## config.mk

```make
export PLATFORM = sky130hd
export DESIGN_NAME = mc_main_control_flat
export DESIGN_NICKNAME = d
export VERILOG_FILES = /design/src/rtl/mc_main_control_pkg.sv /design/src/rtl/mc_main_control_if.sv /design/src/rtl/mc_main_control_op_decode.sv /design/src/rtl/mc_main_control.sv /design/src/flat_wrapper.sv
export SDC_FILE = /design/constraint.sdc
export NUM_CORES = 1
export LEC_CHECK = 0
export BUFFER_PORTS_ARGS = -buffer_cell sky130_fd_sc_hd__buf_2
export CAP_MARGIN = 25
export CORE_AREA = 2 2 69 71
export DETAILED_ROUTE_END_ITERATION = 12
export DIE_AREA = 0 0 71 73
export PLACE_DENSITY = 0.9
export RECOVER_POWER = 25
export SYNTH_ARGS = -nofsm -noshare
export SYNTH_HDL_FRONTEND = slang
export SYNTH_SLANG_ARGS = --single-unit
```

## constraint.sdc

```tcl
create_clock -name clk -period 2.8 [get_ports clk]
set_input_delay 0.14 -clock clk [delete_from_list [all_inputs] [get_ports clk]]
set_output_delay 0.14 -clock clk [all_outputs]
set_load 0.005 [all_outputs]
```

## src/rtl/mc_main_control_pkg.sv

```systemverilog
// Shared encodings for the multicycle RV32 main control: opcodes, FSM
// states, instruction classes and the datapath select encodings that the
// immediate extender, ALU decoder and datapath also rely on.
package mc_ctrl_pkg;

  localparam logic [6:0] OP_LOAD   = 7'b0000011;
  localparam logic [6:0] OP_STORE  = 7'b0100011;
  localparam logic [6:0] OP_RTYPE  = 7'b0110011;
  localparam logic [6:0] OP_ITYPE  = 7'b0010011;
  localparam logic [6:0] OP_BRANCH = 7'b1100011;
  localparam logic [2:0] F3_BEQ    = 3'b000;

  // immSrc (extender encoding)
  localparam logic [1:0] IMM_I    = 2'b00;
  localparam logic [1:0] IMM_S    = 2'b01;
  localparam logic [1:0] IMM_B    = 2'b10;
  localparam logic [1:0] IMM_NONE = 2'b11;

  // resultSrc
  localparam logic [1:0] RES_ALUOUT = 2'b00;
  localparam logic [1:0] RES_MEM    = 2'b01;
  localparam logic [1:0] RES_ALU    = 2'b10;

  // aluSrcA
  localparam logic [1:0] SRCA_PC    = 2'b00;
  localparam logic [1:0] SRCA_OLDPC = 2'b01;
  localparam logic [1:0] SRCA_RS1   = 2'b10;

  // aluSrcB
  localparam logic [1:0] SRCB_RS2  = 2'b00;
  localparam logic [1:0] SRCB_IMM  = 2'b01;
  localparam logic [1:0] SRCB_FOUR = 2'b10;

  // aluOp
  localparam logic [1:0] ALUOP_ADD   = 2'b00;
  localparam logic [1:0] ALUOP_SUB   = 2'b01;
  localparam logic [1:0] ALUOP_FUNCT = 2'b10;

  typedef enum logic [3:0] {
    S_FETCH, S_DECODE, S_MEMADR, S_MEMREAD, S_MEMWB, S_MEMWRITE,
    S_EXECUTER, S_EXECUTEI, S_ALUWB, S_BEQTGT, S_BEQ, S_ILLEGAL
  } state_t;

  typedef enum logic [2:0] {
    C_LOAD, C_STORE, C_RTYPE, C_ITYPE, C_BEQ, C_NONE
  } iclass_t;

  typedef struct packed {
    iclass_t    cls;
    logic [1:0] imm_src;
    logic       legal;
  } dec_t;

  typedef struct packed {
    logic       pc_write;
    logic       adr_src;
    logic       mem_write;
    logic       ir_write;
    logic       reg_write;
    logic [1:0] result_src;
    logic [1:0] alu_src_a;
    logic [1:0] alu_src_b;
    logic [1:0] alu_op;
    logic [1:0] imm_src;
    logic       illegal;
  } ctrl_t;

endpackage

```

## src/rtl/mc_main_control_if.sv

```systemverilog
// Control bus between the main control FSM (master) and the datapath
// (slave): instruction fields and status in, enables and selects out.
interface mc_main_control_if;
  logic [6:0] op;
  logic [2:0] funct3;
  logic       zero;
  logic       mem_ready;
  logic       pcWrite;
  logic       adrSrc;
  logic       memWrite;
  logic       irWrite;
  logic       regWrite;
  logic [1:0] resultSrc;
  logic [1:0] aluSrcA;
  logic [1:0] aluSrcB;
  logic [1:0] aluOp;
  logic [1:0] immSrc;

  modport master (
    input  op, funct3, zero, mem_ready,
    output pcWrite, adrSrc, memWrite, irWrite, regWrite,
           resultSrc, aluSrcA, aluSrcB, aluOp, immSrc
  );

  modport slave (
    output op, funct3, zero, mem_ready,
    input  pcWrite, adrSrc, memWrite, irWrite, regWrite,
           resultSrc, aluSrcA, aluSrcB, aluOp, immSrc
  );
endinterface

```

## src/rtl/mc_main_control_op_decode.sv

```systemverilog
// Combinational opcode decode: instruction class, extender immSrc and a
// legality flag. beq is the only branch supported, so funct3 matters there.
module mc_op_decode
  import mc_ctrl_pkg::*;
(
  input  logic [6:0] op,
  input  logic [2:0] funct3,
  output dec_t       dec
);

  // Classify the opcode; anything unsupported stays C_NONE / IMM_NONE.
  always_comb begin
    dec = '{cls: C_NONE, imm_src: IMM_NONE, legal: 1'b0};
    case (op)
      OP_LOAD:   dec = '{cls: C_LOAD,  imm_src: IMM_I,    legal: 1'b1};
      OP_STORE:  dec = '{cls: C_STORE, imm_src: IMM_S,    legal: 1'b1};
      OP_RTYPE:  dec = '{cls: C_RTYPE, imm_src: IMM_NONE, legal: 1'b1};
      OP_ITYPE:  dec = '{cls: C_ITYPE, imm_src: IMM_I,    legal: 1'b1};
      OP_BRANCH: if (funct3 == F3_BEQ)
                   dec = '{cls: C_BEQ, imm_src: IMM_B,    legal: 1'b1};
      default:   ;
    endcase
  end

endmodule

```

## src/rtl/mc_main_control.sv

```systemverilog
// Main control FSM of the multicycle RV32 core. Moore-decoded controls
// (FETCH/BEQ/MEMWRITE also look at mem_ready/zero), all outputs forced low
// while reset is high, and a wrapping retired-instruction counter.
module mc_main_control
  import mc_ctrl_pkg::*;
#(
  parameter int INSTRET_W = 32
) (
  input  logic                 clk,
  input  logic                 reset,
  mc_main_control_if.master    bus,
  output logic                 illegal,
  output logic [INSTRET_W-1:0] instret
);

  state_t                state, state_nxt;
  dec_t                  dec;
  ctrl_t                 c, cg;
  logic                  retire;
  logic [INSTRET_W-1:0]  instret_q;

  mc_op_decode u_dec (
    .op     (bus.op),
    .funct3 (bus.funct3),
    .dec    (dec)
  );

  // Next-state and control decode from the current state.
  always_comb begin
    state_nxt = state;
    c         = '0;
    c.imm_src = dec.imm_src;
    case (state)
      S_FETCH: begin
        c.imm_src    = IMM_NONE;
        c.adr_src    = 1'b0;
        c.alu_src_a  = SRCA_PC;
        c.alu_src_b  = SRCB_FOUR;
        c.alu_op     = ALUOP_ADD;
        c.result_src = RES_ALU;
        c.ir_write   = bus.mem_ready;
        c.pc_write   = bus.mem_ready;
        if (bus.mem_ready) state_nxt = S_DECODE;
      end
      S_DECODE: begin
        if (!dec.legal) state_nxt = S_ILLEGAL;
        else begin
          case (dec.cls)
            C_LOAD, C_STORE: state_nxt = S_MEMADR;
            C_RTYPE:         state_nxt = S_EXECUTER;
            C_ITYPE:         state_nxt = S_EXECUTEI;
            C_BEQ:           state_nxt = S_BEQTGT;
            default:         state_nxt = S_ILLEGAL;
          endcase
        end
      end
      S_MEMADR: begin
        c.alu_src_a = SRCA_RS1;
        c.alu_src_b = SRCB_IMM;
        c.alu_op    = ALUOP_ADD;
        state_nxt   = (dec.cls == C_LOAD) ? S_MEMREAD : S_MEMWRITE;
      end
      S_MEMREAD: begin
        c.adr_src = 1'b1;
        if (bus.mem_ready) state_nxt = S_MEMWB;
      end
      S_MEMWB: begin
        c.result_src = RES_MEM;
        c.reg_write  = 1'b1;
        state_nxt    = S_FETCH;
      end
      S_MEMWRITE: begin
        c.adr_src   = 1'b1;
        c.mem_write = 1'b1;
        if (bus.mem_ready) state_nxt = S_FETCH;
      end
      S_EXECUTER, S_EXECUTEI: begin
        c.alu_src_a = SRCA_RS1;
        c.alu_src_b = (state == S_EXECUTEI) ? SRCB_IMM : SRCB_RS2;
        c.alu_op    = ALUOP_FUNCT;
        state_nxt   = S_ALUWB;
      end
      S_ALUWB: begin
        c.result_src = RES_ALUOUT;
        c.reg_write  = 1'b1;
        state_nxt    = S_FETCH;
      end
      S_BEQTGT: begin
        // branch target goes through the ALU into ALUOut
        c.alu_src_a = SRCA_OLDPC;
        c.alu_src_b = SRCB_IMM;
        c.alu_op    = ALUOP_ADD;
        state_nxt   = S_BEQ;
      end
      S_BEQ: begin
        c.alu_src_a  = SRCA_RS1;
        c.alu_src_b  = SRCB_RS2;
        c.alu_op     = ALUOP_SUB;
        c.result_src = RES_ALUOUT;
        c.pc_write   = bus.zero;
        state_nxt    = S_FETCH;
      end
      S_ILLEGAL: begin
        c.imm_src = IMM_NONE;
        c.illegal = 1'b1;
      end
      default: state_nxt = S_FETCH;
    endcase
  end

  // An instruction retires on the last cycle of its writeback/store/branch.
  assign retire = (state == S_MEMWB) || (state == S_ALUWB) || (state == S_BEQ) ||
                  ((state == S_MEMWRITE) && bus.mem_ready);

  // State register and retired-instruction counter.
  always_ff @(posedge clk) begin
    if (reset) begin
      state     <= S_FETCH;
      instret_q <= '0;
    end else begin
      state <= state_nxt;
      if (retire) instret_q <= instret_q + INSTRET_W'(1);
    end
  end

  // Reset gates every output so no strobe escapes mid-instruction.
  assign cg            = reset ? '0 : c;
  assign bus.pcWrite   = cg.pc_write;
  assign bus.adrSrc    = cg.adr_src;
  assign bus.memWrite  = cg.mem_write;
  assign bus.irWrite   = cg.ir_write;
  assign bus.regWrite  = cg.reg_write;
  assign bus.resultSrc = cg.result_src;
  assign bus.aluSrcA   = cg.alu_src_a;
  assign bus.aluSrcB   = cg.alu_src_b;
  assign bus.aluOp     = cg.alu_op;
  assign bus.immSrc    = cg.imm_src;
  assign illegal       = cg.illegal;
  assign instret       = reset ? '0 : instret_q;

endmodule

```

## src/flat_wrapper.sv

```systemverilog
// flat-port wrapper written by rule: the top's interface ports become plain ports
module mc_main_control_flat import mc_ctrl_pkg::*;
#(
  parameter int INSTRET_W = 32
)
  (clk, reset, illegal, instret, bus_op, bus_funct3, bus_zero, bus_mem_ready, bus_pcWrite, bus_adrSrc, bus_memWrite, bus_irWrite, bus_regWrite, bus_resultSrc, bus_aluSrcA, bus_aluSrcB, bus_aluOp, bus_immSrc);
  mc_main_control_if bus_i ();
  input  logic clk;
  input  logic reset;
  output logic illegal;
  output logic [INSTRET_W-1:0] instret;
  input wire logic [$bits(bus_i.op)-1:0] bus_op;
  input wire logic [$bits(bus_i.funct3)-1:0] bus_funct3;
  input wire logic [$bits(bus_i.zero)-1:0] bus_zero;
  input wire logic [$bits(bus_i.mem_ready)-1:0] bus_mem_ready;
  output wire logic [$bits(bus_i.pcWrite)-1:0] bus_pcWrite;
  output wire logic [$bits(bus_i.adrSrc)-1:0] bus_adrSrc;
  output wire logic [$bits(bus_i.memWrite)-1:0] bus_memWrite;
  output wire logic [$bits(bus_i.irWrite)-1:0] bus_irWrite;
  output wire logic [$bits(bus_i.regWrite)-1:0] bus_regWrite;
  output wire logic [$bits(bus_i.resultSrc)-1:0] bus_resultSrc;
  output wire logic [$bits(bus_i.aluSrcA)-1:0] bus_aluSrcA;
  output wire logic [$bits(bus_i.aluSrcB)-1:0] bus_aluSrcB;
  output wire logic [$bits(bus_i.aluOp)-1:0] bus_aluOp;
  output wire logic [$bits(bus_i.immSrc)-1:0] bus_immSrc;
  assign bus_i.op = bus_op;
  assign bus_i.funct3 = bus_funct3;
  assign bus_i.zero = bus_zero;
  assign bus_i.mem_ready = bus_mem_ready;
  assign bus_pcWrite = bus_i.pcWrite;
  assign bus_adrSrc = bus_i.adrSrc;
  assign bus_memWrite = bus_i.memWrite;
  assign bus_irWrite = bus_i.irWrite;
  assign bus_regWrite = bus_i.regWrite;
  assign bus_resultSrc = bus_i.resultSrc;
  assign bus_aluSrcA = bus_i.aluSrcA;
  assign bus_aluSrcB = bus_i.aluSrcB;
  assign bus_aluOp = bus_i.aluOp;
  assign bus_immSrc = bus_i.immSrc;
  mc_main_control #(.INSTRET_W(INSTRET_W)) u_core (.clk(clk), .reset(reset), .bus(bus_i), .illegal(illegal), .instret(instret));
endmodule
```

Yosys cells after proc, flatten, opt, wreduce, memory -nomap -nowiden
Index checks and enable logic that the tools add are counted.
Widths: inputs -> output; s select.

storage, ports and cells
  input bits = 14
  flip-flop bits (word level) = 36
  output and inout port bits = 48

operators by class
  reduce and logical (&&, ||, !) cells = 13
  eq/ne operators = 23
  bitwise operators = 1
  muxes and demuxes = 21
  add/sub/neg operators = 1

operators with widths
  cell                   count
  $pmux 6 s5             2
  $add 32x1->32 const B  1
  $mux 32                1
  $pmux 4 s8             1
  $mux 4                 5
  $eq 4x3->1 const B     4
  $eq 4x4->1 const B     4
  $mux 16                1
  $pmux 4 s4             1
  $eq 7x6->1 const B     2
  $reduce_or 2->1        5
  $eq 4x2->1 const B     2
  $eq 7x2->1 const B     1
  $eq 7x5->1 const B     1
  $eq 7x7->1 const B     1
  $eq 3x2->1 const B     2
  $logic_not 3->1        2
  $mux 1                 6
  $ne 2x2->1 const B     3
  $eq 4x1->1 const B     1
  $logic_not 4->1        1
  $pmux 2 s2             1
  $reduce_and 4->1       1
  $eq 3x1->1 const B     1
  other kinds (7)        9

Logic depth before layout (Yosys ltp)
Gate-level depths: netlist of the first run.

  depth after elaboration = 8
  gate-level depth with buffers = 7
  depth with buffers taken out = 5

By module
Synthesis of the first run repeated with hierarchy kept, for this count alone.

second synthesis, totals
  cells, all modules = 319
  area, all modules = 2441.1 µm²

modules (own cells, without submodules)
  module           cells an instance  times used  sequential area each (µm²)  area each (µm²)
  mc_main_control  301                1           720.7                       2342.2
  mc_op_decode     18                 1           0.0                         98.8

Worst setup path after synthesis of the first run
No wires, ideal clock.

  path type = register -> register
  start = register u_core.state[2]
  end = register u_core.instret_q[28]
  path buffers = 2
  slack = 0.661 ns
  required time = 2.679 ns
  setup time = 0.121 ns
  cell stages (with the launch flop) = 8
  data arrival time = 2.019 ns
  cells stage by stage = dfxtp_1 > buf_4 > or3b_1 > o22a_1 > or2_1 > buf_6 > nor4_1 > mux2_2

between the ends
  word-level cells in the longest chain between the ends = 4
  elaborated cells on any way between the ends = 8
  classes of those cells = 4 x eq/ne; 4 x reduce/logical

RTL lines
  what                                             RTL line                source
  start: declaration                               mc_main_control.sv:16   state_t state, state_nxt;
  start signal: assignment                         mc_main_control.sv:121  state <= state_nxt;
  $eq 4x3->1 / $eq 4x4->1 (equally long branches)  mc_main_control.sv:112  assign retire = (state == S_MEMWB) || (state == S_ALUWB) || (state == S_BEQ) ||
  $logic_or 1x1->1 (2 in series)                   mc_main_control.sv:112
  $logic_or 1x1->1 (*)                             mc_main_control.sv:112
  end signal: assignment                           mc_main_control.sv:122  if (retire) instret_q <= instret_q + INSTRET_W'(1);
  end: declaration                                 mc_main_control.sv:20   logic [INSTRET_W-1:0] instret_q;

Mark *: on every way between the ends. The rest lies on a longest branch, timed or not.
A chain may end at the register's enable or synchronous reset.

Worst setup path in the final report of the first run
  start = input port reset
  end = output port bus_pcWrite

between the ends
  word-level cells in the longest chain between the ends = 1

RTL lines
  what                RTL line                source
  start: declaration  flat_wrapper.sv:9       input logic reset;
  $mux 16             mc_main_control.sv:127  assign cg = reset ? '0 : c;
  end: declaration    flat_wrapper.sv:16      output wire logic [$bits(bus_i.pcWrite)-1:0] bus_pcWrite;

No other way between the ends.

==> results_dict.tcl, run 1 <==
set metrics [dict create \
    run_status "finished with violations" \
    failed_checks "capacitance limit, slew limit" \
    synth_area_um2 2260 \
    vias 2306 \
    cts_root_buffer "clkbuf_8" \
    cp.required_ps 2660 \
    routed_wl_mm 5.49 \
    wire_per_inst_um 13.6 \
    finalMaxSlewViolations 42 \
    synthAdderAreaFrac_pct 0.553 \
    firstDrtPassIters 4 \
    dp.cells 395 \
    clk-insertion-delay-late_ps 290 \
    start_util_pct 49.8 \
    die_area_um2 5180 \
    yosys.area_share.simple_pct 40.7 \
    fin_tns_setup_ps 0 \
    htreeDepth 2 \
    max_freq_ghz 0.415 \
    cts_setup_buffers 0 \
    clkSlewWorstSetupHoldPaths_ps 70 \
    register_area_um2 721 \
    powerDensity_nw_per_um2 406 \
    cts_buffers 5 \
    synthFlopType "dfxtp_1" \
    worst-path-stages 6 \
    row_count 25 \
    cp_max_fo 41 \
    final_nets 363 \
    cts_tree "done" \
    crit_slowest_cell "clkbuf_1" \
    clk_path_buf_depth 2 \
    maxCapViolCount 1 \
    setup_slack_ps 390 \
    synth.area.top_cells "dfxtp_1 32%, nor2b_1 9.1%, nor2_1 6.0%" \
    path_delay_family "buffers and inverters" \
    cp-start-kind "input port" \
    cp_num_buf_inv 2 \
    fin_worst_skew_ps 7.12 \
    utilization_pct 58.4 \
    crit_chain "clkbuf_1 > nor2_1 > nor4b_1 > and2_1 > a21o_1 > buf_2" \
    p_leak_nw 1.00 \
    yosys.area.top_type "dfxtp_1" \
    clock_sinks 36 \
    synth_edf_count 0 \
    synth_compound_area_share_pct 12.5 \
    synth-seq-area-share_pct 31.9 \
    fin_crit_sh_pct 86.1 \
    area_growth_pct 17.1 \
    relSlewSlack_pct -11.4 \
    dp_hpwl_mm 3.85 \
    muxShareOfSynthArea_pct 1.94 \
    cp-end-kind "output pin" \
    tightest_slew_ps 1670 \
    cts_resized 0 \
    port_buffers 61 \
    setup_viol 0 \
    stdcell_count 403 \
    synth_cell_types 43 \
    grt_util_all_layers_pct 21.4 \
    syn_inst 297 \
    coreArea_um2 4540 \
    grt_max_degree 42 \
    hold_path_class "input port to flop" \
    path_class "input port to output pin" \
    yosysTopAreaCellShare_pct 31.9 \
    gr-total-overflow 0 \
    holdWs_ps 322 \
    synthesis.nets 312 \
    rsz0062_at_grt "false" \
    die-width_um 71 \
    die_h_um 73 \
    grt_pass1_vias 2018 \
    slowest_delay_ps 1180 \
    ctsHoldBuffers 0 \
    drc 0 \
    synth_top_family_by_area "simple AND/OR/NAND/NOR gates" \
    synth_warnings 0 \
    multi_input_area_um2 1430 \
    insertedDiodeCount 0 \
    peakVddDrop_mv 0.306 \
    grt_pass1_wl_mm 9.11 \
    vias_per_cell 5.72 \
    holdPathStages 3 \
    detail-route-antenna-nets 0 \
    gp_congestion 0.872 \
    dr.first_iter.drc_count 251 \
    fill_cells 423 \
    drive_above_1_share_pct 18.3 \
    syn_area_per_cell_um2 7.61 \
    synth_xor_area_share_pct 7.36 \
    antenna_found_initial 0 \
    ys_async_sr_fraction_pct 0 \
    ys_seq_elements 36 \
    finalHoldViolations 0 \
    crit_arrival_ps 2270 \
    r2r_cells 5 \
    io_pins 62 \
    dpl_worst_slack_ps 562 \
    min_period_ps 2410 \
]
tightest hold or removal path: stages:
cell      delay [ps]
buf_2            170
a311o_1          190
a211oi_1          60
cell usage after synthesis, types with 2 or more instances:
cell type / n
nor2_1: 36
nand3_1: 12
nand4b_1: 3
a21o_1: 3
clkbuf_1: 14
o21ai_0: 9
nand2b_1: 4
nand4bb_1: 2
a21oi_1: 18
nand4_1: 7
nor4b_1: 2
and3_1: 2
nand3b_1: 2
nor2b_1: 33
buf_4: 2
xnor2_1: 12
xor2_1: 7
mux2_2: 3
buf_1: 4
nor3_1: 13
a31oi_1: 3
and4_1: 3
nor4_1: 9
or4_1: 6
and2_1: 7
o31ai_1: 5
inv_1: 4
a2111oi_0: 2
nand2_1: 16
dfxtp_1: 36
or3_1: 6
sequential cells by signal, summed over array words and instances (netlist names):
register          count
u_core.instret_q     32
u_core.state          4
final timing paths:
path,endpoint,slack (ps),start
max,bus_pcWrite,390,reset
min,u_core.state[1],320,bus_mem_ready
max reg2reg,u_core.instret_q[25],540,u_core.state[1]
min reg2reg,u_core.instret_q[30],510,u_core.instret_q[30]
per-layer routing:
layer	global-route usage, %	part of all wire (%)	up-vias
li1	-	-	1157
met1	28.0	45	1049
met2	35.5	47	86
met3	4.28	6.2	14
met4	7.34	2.0	0
met5	0	0	-
final cells by class:
type                            instances  area share (%)
Multi-Input combinational cell        235            53.9
Sequential cell                        36            27.2
Timing Repair Buffer                   66            12.3
Clock buffer                            6            3.12
Tap cell                               54            2.55
Inverter                                4           0.567
Clock inverter                          2           0.378
power by group:
group | total (W) | switching [W] | internal, W | leakage [nW]
logic | 0.000150 | 0.0000877 | 0.0000628 | 0.660
clock network | 0.000378 | 0.000182 | 0.000196 | 0.0510
registers | 0.000547 | 0.0000262 | 0.000521 | 0.291
per-stage QoR:
stage                     cell area [µm²]  power (W)
final                                2650    0.00108
after global routing                 2650    0.00112
after CTS                            2670    0.00108
after detailed placement             2570   0.000706
after global placement               2570   0.000700
after floorplan                      2260   0.000661
cells in the final DEF, fill, tap and decap left out, types with 4 or more instances in the layout:
cell / count
buf_2: 42
nor2_1: 36
dfxtp_1: 36
nor2b_1: 33
a21oi_1: 18
nand2_1: 16
clkbuf_1: 14
nor3_1: 13
xnor2_1: 12
nand3_1: 12
nor4_1: 9
o21ai_0: 9
and2_1: 7
nand4_1: 7
xor2_1: 7
or4_1: 6
or3_1: 6
clkbuf_8: 6
o31ai_1: 5
clkbuf_2: 5
buf_4: 5
nand2b_1: 4
inv_1: 4
logic make-up (layout without fill, tap and decap cells):
family,count (synthesis),after routing
xor gates and xnor gates,19,19
adders and majority gates,1,1
buffers and inverters,26,78
muxes,4,4
DFF,36,36
AOI/OAI and AO/OA,45,45
and+or+nand+nor,166,166
Note: power is estimated with default switching activity, not from simulation.
==> inputs of run 2 (changes only) <==
--- a/config.mk
+++ b/config.mk
@@ -7,11 +7,12 @@
 export LEC_CHECK = 0
 export BUFFER_PORTS_ARGS = -buffer_cell sky130_fd_sc_hd__buf_2
 export CAP_MARGIN = 25
-export CORE_AREA = 2 2 69 71
+export CORE_AREA = 2 2 68 70
 export DETAILED_ROUTE_END_ITERATION = 12
-export DIE_AREA = 0 0 71 73
-export PLACE_DENSITY = 0.9
+export DIE_AREA = 0 0 70 72
+export PLACE_DENSITY = 0.92
 export RECOVER_POWER = 25
+export REMOVE_ABC_BUFFERS = 1
 export SYNTH_ARGS = -nofsm -noshare
 export SYNTH_HDL_FRONTEND = slang
 export SYNTH_SLANG_ARGS = --single-unit
==> constraint.sdc (replaced) <==
create_clock -name clk -period 3.1 [get_ports clk]
set_input_delay 0.155 -clock clk [delete_from_list [all_inputs] [get_ports clk]]
set_output_delay 0.155 -clock clk [all_outputs]
set_load 0.005 [all_outputs]
==> run 2 against run 1 <==
Net effect:
- the flow now finishes without violations
- clock skew decreased by 2.2 ps
- first-iteration DRC count up 4.4%
- non-clock buffer count fell by 2
- critical path type is now flop to flop
- largest cell class unchanged
- largest power group unchanged
==> results_dict.tcl, run 2 (synthesized netlist as in run 1, its figures left out) <==
set metrics [dict create \
    cts_resized 0 \
    vias_per_cell 5.81 \
    p_seq_share_pct 51.4 \
    insertedDiodeCount 0 \
    cp-end-kind "flop" \
    cts_root_buffer "clkbuf_8" \
    power_frac_comb_pct 13.2 \
    gr-total-overflow 0 \
    grt_pass1_wl_mm 9.16 \
    cts_tree "done" \
    dp_hpwl_mm 3.86 \
    cts_setup_buffers 0 \
    die-width_um 70 \
    die_area_um2 5040 \
    final_common_cell "buf_2" \
    start_util_pct 53.0 \
    dp.cells 391 \
    antenna_found_initial 0 \
    cts_buffers 5 \
    finalHoldViolations 0 \
    cp-start-kind "flop" \
    setup_viol 0 \
    row_count 24 \
    min_period_ps 2500 \
    peakVddDrop_mv 0.247 \
    finalInstanceArea_um2 2630 \
    grt_pass1_vias 2064 \
    run_status "complete, no violations" \
    gp_congestion 0.881 \
    fin_worst_skew_ps 4.93 \
    die_h_um 72 \
    ctsHoldBuffers 0 \
    stdcell_count 399 \
    vias 2319 \
    hold_start "bus_mem_ready" \
    register_area_um2 721 \
    grt_max_degree 48 \
    firstDrtPassIters 4 \
    area_growth_pct 16.5 \
    finalMaxSlewViolations 0 \
    coreArea_um2 4260 \
    clk_path_buf_depth 2 \
    fill_cells 376 \
    p_leak_nw 1.01 \
    maxCapViolCount 0 \
    grt_util_all_layers_pct 22.0 \
    cp.required_ps 3310 \
    io_pins 62 \
    hold_path_class "input port to flop" \
    clk-insertion-delay-late_ps 290 \
    utilization_pct 61.8 \
    rsz0062_at_grt "false" \
    p_switching_w 0.000267 \
    powerDensity_nw_per_um2 368 \
    critPathLaunch "u_core.state[2]" \
    cp_max_fo 19 \
    drive_above_1_share_pct 19.3 \
    fin_tns_setup_ps 0 \
    final_cell_mix "44 x buf_2, 36 x nor2_1, 36 x dfxtp_1, 33 x nor2b_1, 18 x a21oi_1" \
    multi_input_area_um2 1430 \
    routed_wl_mm 5.60 \
    regMostFlops "u_core.instret_q" \
    relSlewSlack_pct 19.3 \
    r2r-start "u_core.state[2]" \
    clkPwrFrac_pct 35.5 \
    crit_arrival_ps 2710 \
    drc 0 \
    clkSlewWorstSetupHoldPaths_ps 70 \
    largest_reg_flops 32 \
    dr.first_iter.drc_count 262 \
    clock_sinks 36 \
    path_class "flop to flop" \
    fin_crit_sh_pct 80.7 \
    tightest_slew_ps 1210 \
    p_int_w 0.000703 \
    reg_top3 "u_core.instret_q x32, u_core.state x4" \
    port_buffers 61 \
    detail-route-antenna-nets 0 \
    swShare_pct 27.5 \
    dpl-instance-area_um2 2550 \
    max_freq_ghz 0.400 \
    final_nets 361 \
    htreeDepth 2 \
    wire_per_inst_um 14.0 \
]
[run 2: cell types whose count changed in the layout (fill, tap and decap cells not counted)]
cell,delta
buf_2,+2
buf_4,-3
clkbuf_1,-5
clkbuf_2,+4
[run 2: path summary, 6_finish.rpt]
path | endpoint | cells after the start | slack, ps
worst max-delay path | u_core.instret_q[25] | 5 | 600
worst max register to register | u_core.instret_q[25] | 5 | 600
worst min-delay path | u_core.state[1] | 3 | 340
worst min register to register | u_core.instret_q[30] | 2 | 500
[run 2: per-layer routing]
layer	track usage, %	wire length (µm)	vias to the layer above
met5	0	0	-
met4	10.9	136	0
met3	3.61	300	14
met2	36.4	2810	90
met1	28.0	2360	1062
li1	-	-	1153
[run 2: power by group through the flow]
stage / sequential [W] / combinational (W) / clock [W]
after floorplan: 0.000501 / 0.0000742 / 0
after global placement: 0.000507 / 0.000124 / 0
after detailed placement: 0.000508 / 0.000128 / 0
after CTS: 0.000497 / 0.000128 / 0.000345
after global routing: 0.000501 / 0.000143 / 0.000364
final: 0.000498 / 0.000128 / 0.000344
[run 2: through the flow]
step / hold WS [ps] / worst slack, ps / total power, W
after floorplan: 224 / 645 / 0.000575
after global placement: 479 / 694 / 0.000631
after detailed placement: 484 / 629 / 0.000636
after CTS: 335 / 602 / 0.000970
after global routing: 365 / 411 / 0.00101
final: 341 / 598 / 0.000969
[run 2: final cells by class]
| class | count | share of cell area [%] |
|---|---|---|
| clock inverters | 2 | 0.380 |
| clock buffers | 6 | 3.14 |
| well taps | 52 | 2.47 |
| flip-flops and latches | 36 | 27.4 |
| multi-input cells | 235 | 54.2 |
| repair buffers | 64 | 11.9 |
| inverters | 4 | 0.570 |
[run 2: critical path, cell delays in order, from the launching register on]
cell and delay, ps:
dfxtp_1 700, nand2b_1 180, o32ai_2 520, nand3b_1 380
or4_1 500, a21oi_1 140
==> inputs of run 3 (changes only) <==
--- a/config.mk
+++ b/config.mk
@@ -7,10 +7,10 @@
 export LEC_CHECK = 0
 export BUFFER_PORTS_ARGS = -buffer_cell sky130_fd_sc_hd__buf_2
 export CAP_MARGIN = 25
-export CORE_AREA = 2 2 68 70
+export CORE_AREA = 2 2 73 75
 export DETAILED_ROUTE_END_ITERATION = 12
-export DIE_AREA = 0 0 70 72
-export PLACE_DENSITY = 0.92
+export DIE_AREA = 0 0 75 77
+export PLACE_DENSITY = 0.86
 export RECOVER_POWER = 25
 export REMOVE_ABC_BUFFERS = 1
 export SYNTH_ARGS = -nofsm -noshare
==> constraint.sdc (replaced) <==
create_clock -name clk -period 2.2 [get_ports clk]
set_input_delay 0.11 -clock clk [delete_from_list [all_inputs] [get_ports clk]]
set_output_delay 0.11 -clock clk [all_outputs]
set_load 0.005 [all_outputs]
==> run 3 against run 2 <==
Net effect:
- sequential power increased by 35%
- final cell count increased by 7.3%
- combinational power increased by 73%
- design area increased by 4.2%
- flip-flop and latch count unchanged
- critical path depth unchanged
- clock-buffer cell count unchanged
- die area increased by 15%
- highest routed layer unchanged
==> results_dict.tcl, run 3 (synthesized netlist as in run 1, its figures left out) <==
set metrics [dict create \
    rsz0062_at_grt "false" \
    wire_per_inst_um 13.1 \
    cp_max_fo 5 \
    powerDensity_nw_per_um2 506 \
    relSlewSlack_pct 35.2 \
    vias 2358 \
    firstDrtPassIters 5 \
    path_class "flop to flop" \
    slowest_delay_ps 540 \
    antenna_found_initial 0 \
    use_met2_pct 31.6 \
    r2r-start "u_core.instret_q[5]" \
    grt.met1_usage_pct 26.4 \
    hold_start "reset" \
    utilization_pct 55.1 \
    vias_per_cell 5.51 \
    io_pins 62 \
    grt_pass1_wl_mm 9.34 \
    coreArea_um2 4980 \
    r2r_cells 5 \
    tightest_slew_ps 972 \
    max_freq_ghz 0.485 \
    crit_arrival_ps 2250 \
    start_util_pct 45.4 \
    gp_congestion 0.899 \
    drc 0 \
    die_area_um2 5780 \
    setup_viol 0 \
    cp-start-kind "flop" \
    clk-insertion-delay-late_ps 300 \
    p_leak_nw 1.05 \
    final_common_cell "buf_2" \
    regMostFlops "u_core.instret_q" \
    largest_reg_flops 32 \
    peakVddDrop_mv 0.253 \
    path_delay_family "simple AND/OR/NAND/NOR gates" \
    cp.required_ps 2390 \
    finalInstanceArea_um2 2740 \
    dpl_worst_slack_ps 113 \
    crit_chain "and4_1 > nand3_1 > or4_1 > nor3_2 > mux2_2" \
    die-width_um 75 \
    hold_end "u_core.instret_q[5]" \
    final_cell_mix "42 x buf_2, 36 x nor2_1, 36 x dfxtp_1, 33 x nor2b_1, 18 x a21oi_1" \
    row_count 26 \
    cp_num_buf_inv 0 \
    port_buffers 61 \
    final_nets 372 \
    cts_buffers 5 \
    holdPathStages 3 \
    fill_cells 475 \
    dpl-instance-area_um2 2650 \
    grt_pass1_vias 2086 \
    power_w 0.00139 \
    insertedDiodeCount 0 \
    fin_crit_sh_pct 93.8 \
    dr.first_iter.drc_count 223 \
    cp-end-kind "flop" \
    crit_slowest_cell "or4_1" \
    routed_wl_mm 5.63 \
    clk_path_buf_depth 2 \
    clkSlewWorstSetupHoldPaths_ps 70 \
    reg_top3 "u_core.instret_q x32, u_core.state x4" \
    grt_util_all_layers_pct 20.1 \
    r2r_slack_ps 140 \
    htreeDepth 2 \
    min_period_ps 2060 \
    timing.rr.end "u_core.instret_q[31]" \
    drive_above_1_share_pct 20.9 \
    dp_hpwl_mm 4.01 \
    finalMaxSlewViolations 0 \
    area_growth_pct 21.4 \
    cts_tree "done" \
    busiest_layer "met2" \
    detail-route-antenna-nets 0 \
    die_h_um 77 \
    run_status "complete, no violations" \
    cts_root_buffer "clkbuf_8" \
    maxCapViolCount 0 \
    setup_slack_ps 137 \
    fin_worst_skew_ps 4.82 \
    finalHoldViolations 0 \
    use_met3_pct 4.34 \
    grt_max_degree 53 \
    hold_path_class "input port to flop" \
    gr-total-overflow 0 \
    ctsHoldBuffers 0 \
    clock_sinks 36 \
]
[run 3: final cells by class]
cell class,instances,area [µm²],share of cell area [%]
sequential,36,721,26.3
timing repair buffer,75,390,14.2
clock buffer,6,82.6,3.01
inverter,4,15.0,0.547
multi-input combinational,235,1440,52.4
tap,70,87.6,3.19
clock inverter,2,10.0,0.365
[run 3: routing by layer]
metal	wire (µm)	up-vias	part of all wire (%)
li1	-	1168	-
met1	2470	1088	44
met2	2710	90	48
met3	353	12	6.3
met4	95	0	1.7
met5	0	-	0
[run 3: repair_timing]
item / 4_1_cts / 5_1_grt
setup buffers: 0 / 1
gates resized for setup: 0 / 2
endpoints found under the setup margin: 0 / 4
[run 3: worst register-to-register path, delay by kind of cell (launching register included)]
kind	cells	cell delay, ps
AND/OR/NAND/NOR	4	1190
multiplexers	1	350
flip-flops	1	420
[run 3: power by group]
group	switching [W]	internal, W
registers	0.0000115	0.000663
clock network	0.000242	0.000250
logic	0.000133	0.0000883
total	0.000386	0.00100
[run 3: stage by stage]
step                      TNS [ps]  cells  hold WS [ps]
after floorplan               -658    275           179
after global placement           0    419           473
after CTS                        0    427           275
final                            0    428           286
after global routing             0    428           299
after detailed placement         0    419           482
[run 3: worst max-delay path by stage]
stage                               startpoint                   end  slack [ps]  depth (start not counted)
final                      u_core.instret_q[5]  u_core.instret_q[31]         140                          5
after global routing           u_core.state[1]  u_core.instret_q[29]           1                          6
after CTS                 u_core.instret_q[18]  u_core.instret_q[31]         110                          5
after detailed placement  u_core.instret_q[18]  u_core.instret_q[31]         110                          5
after global placement         u_core.state[1]  u_core.instret_q[29]         200                          6
after floorplan                u_core.state[2]  u_core.instret_q[28]        -250                          5
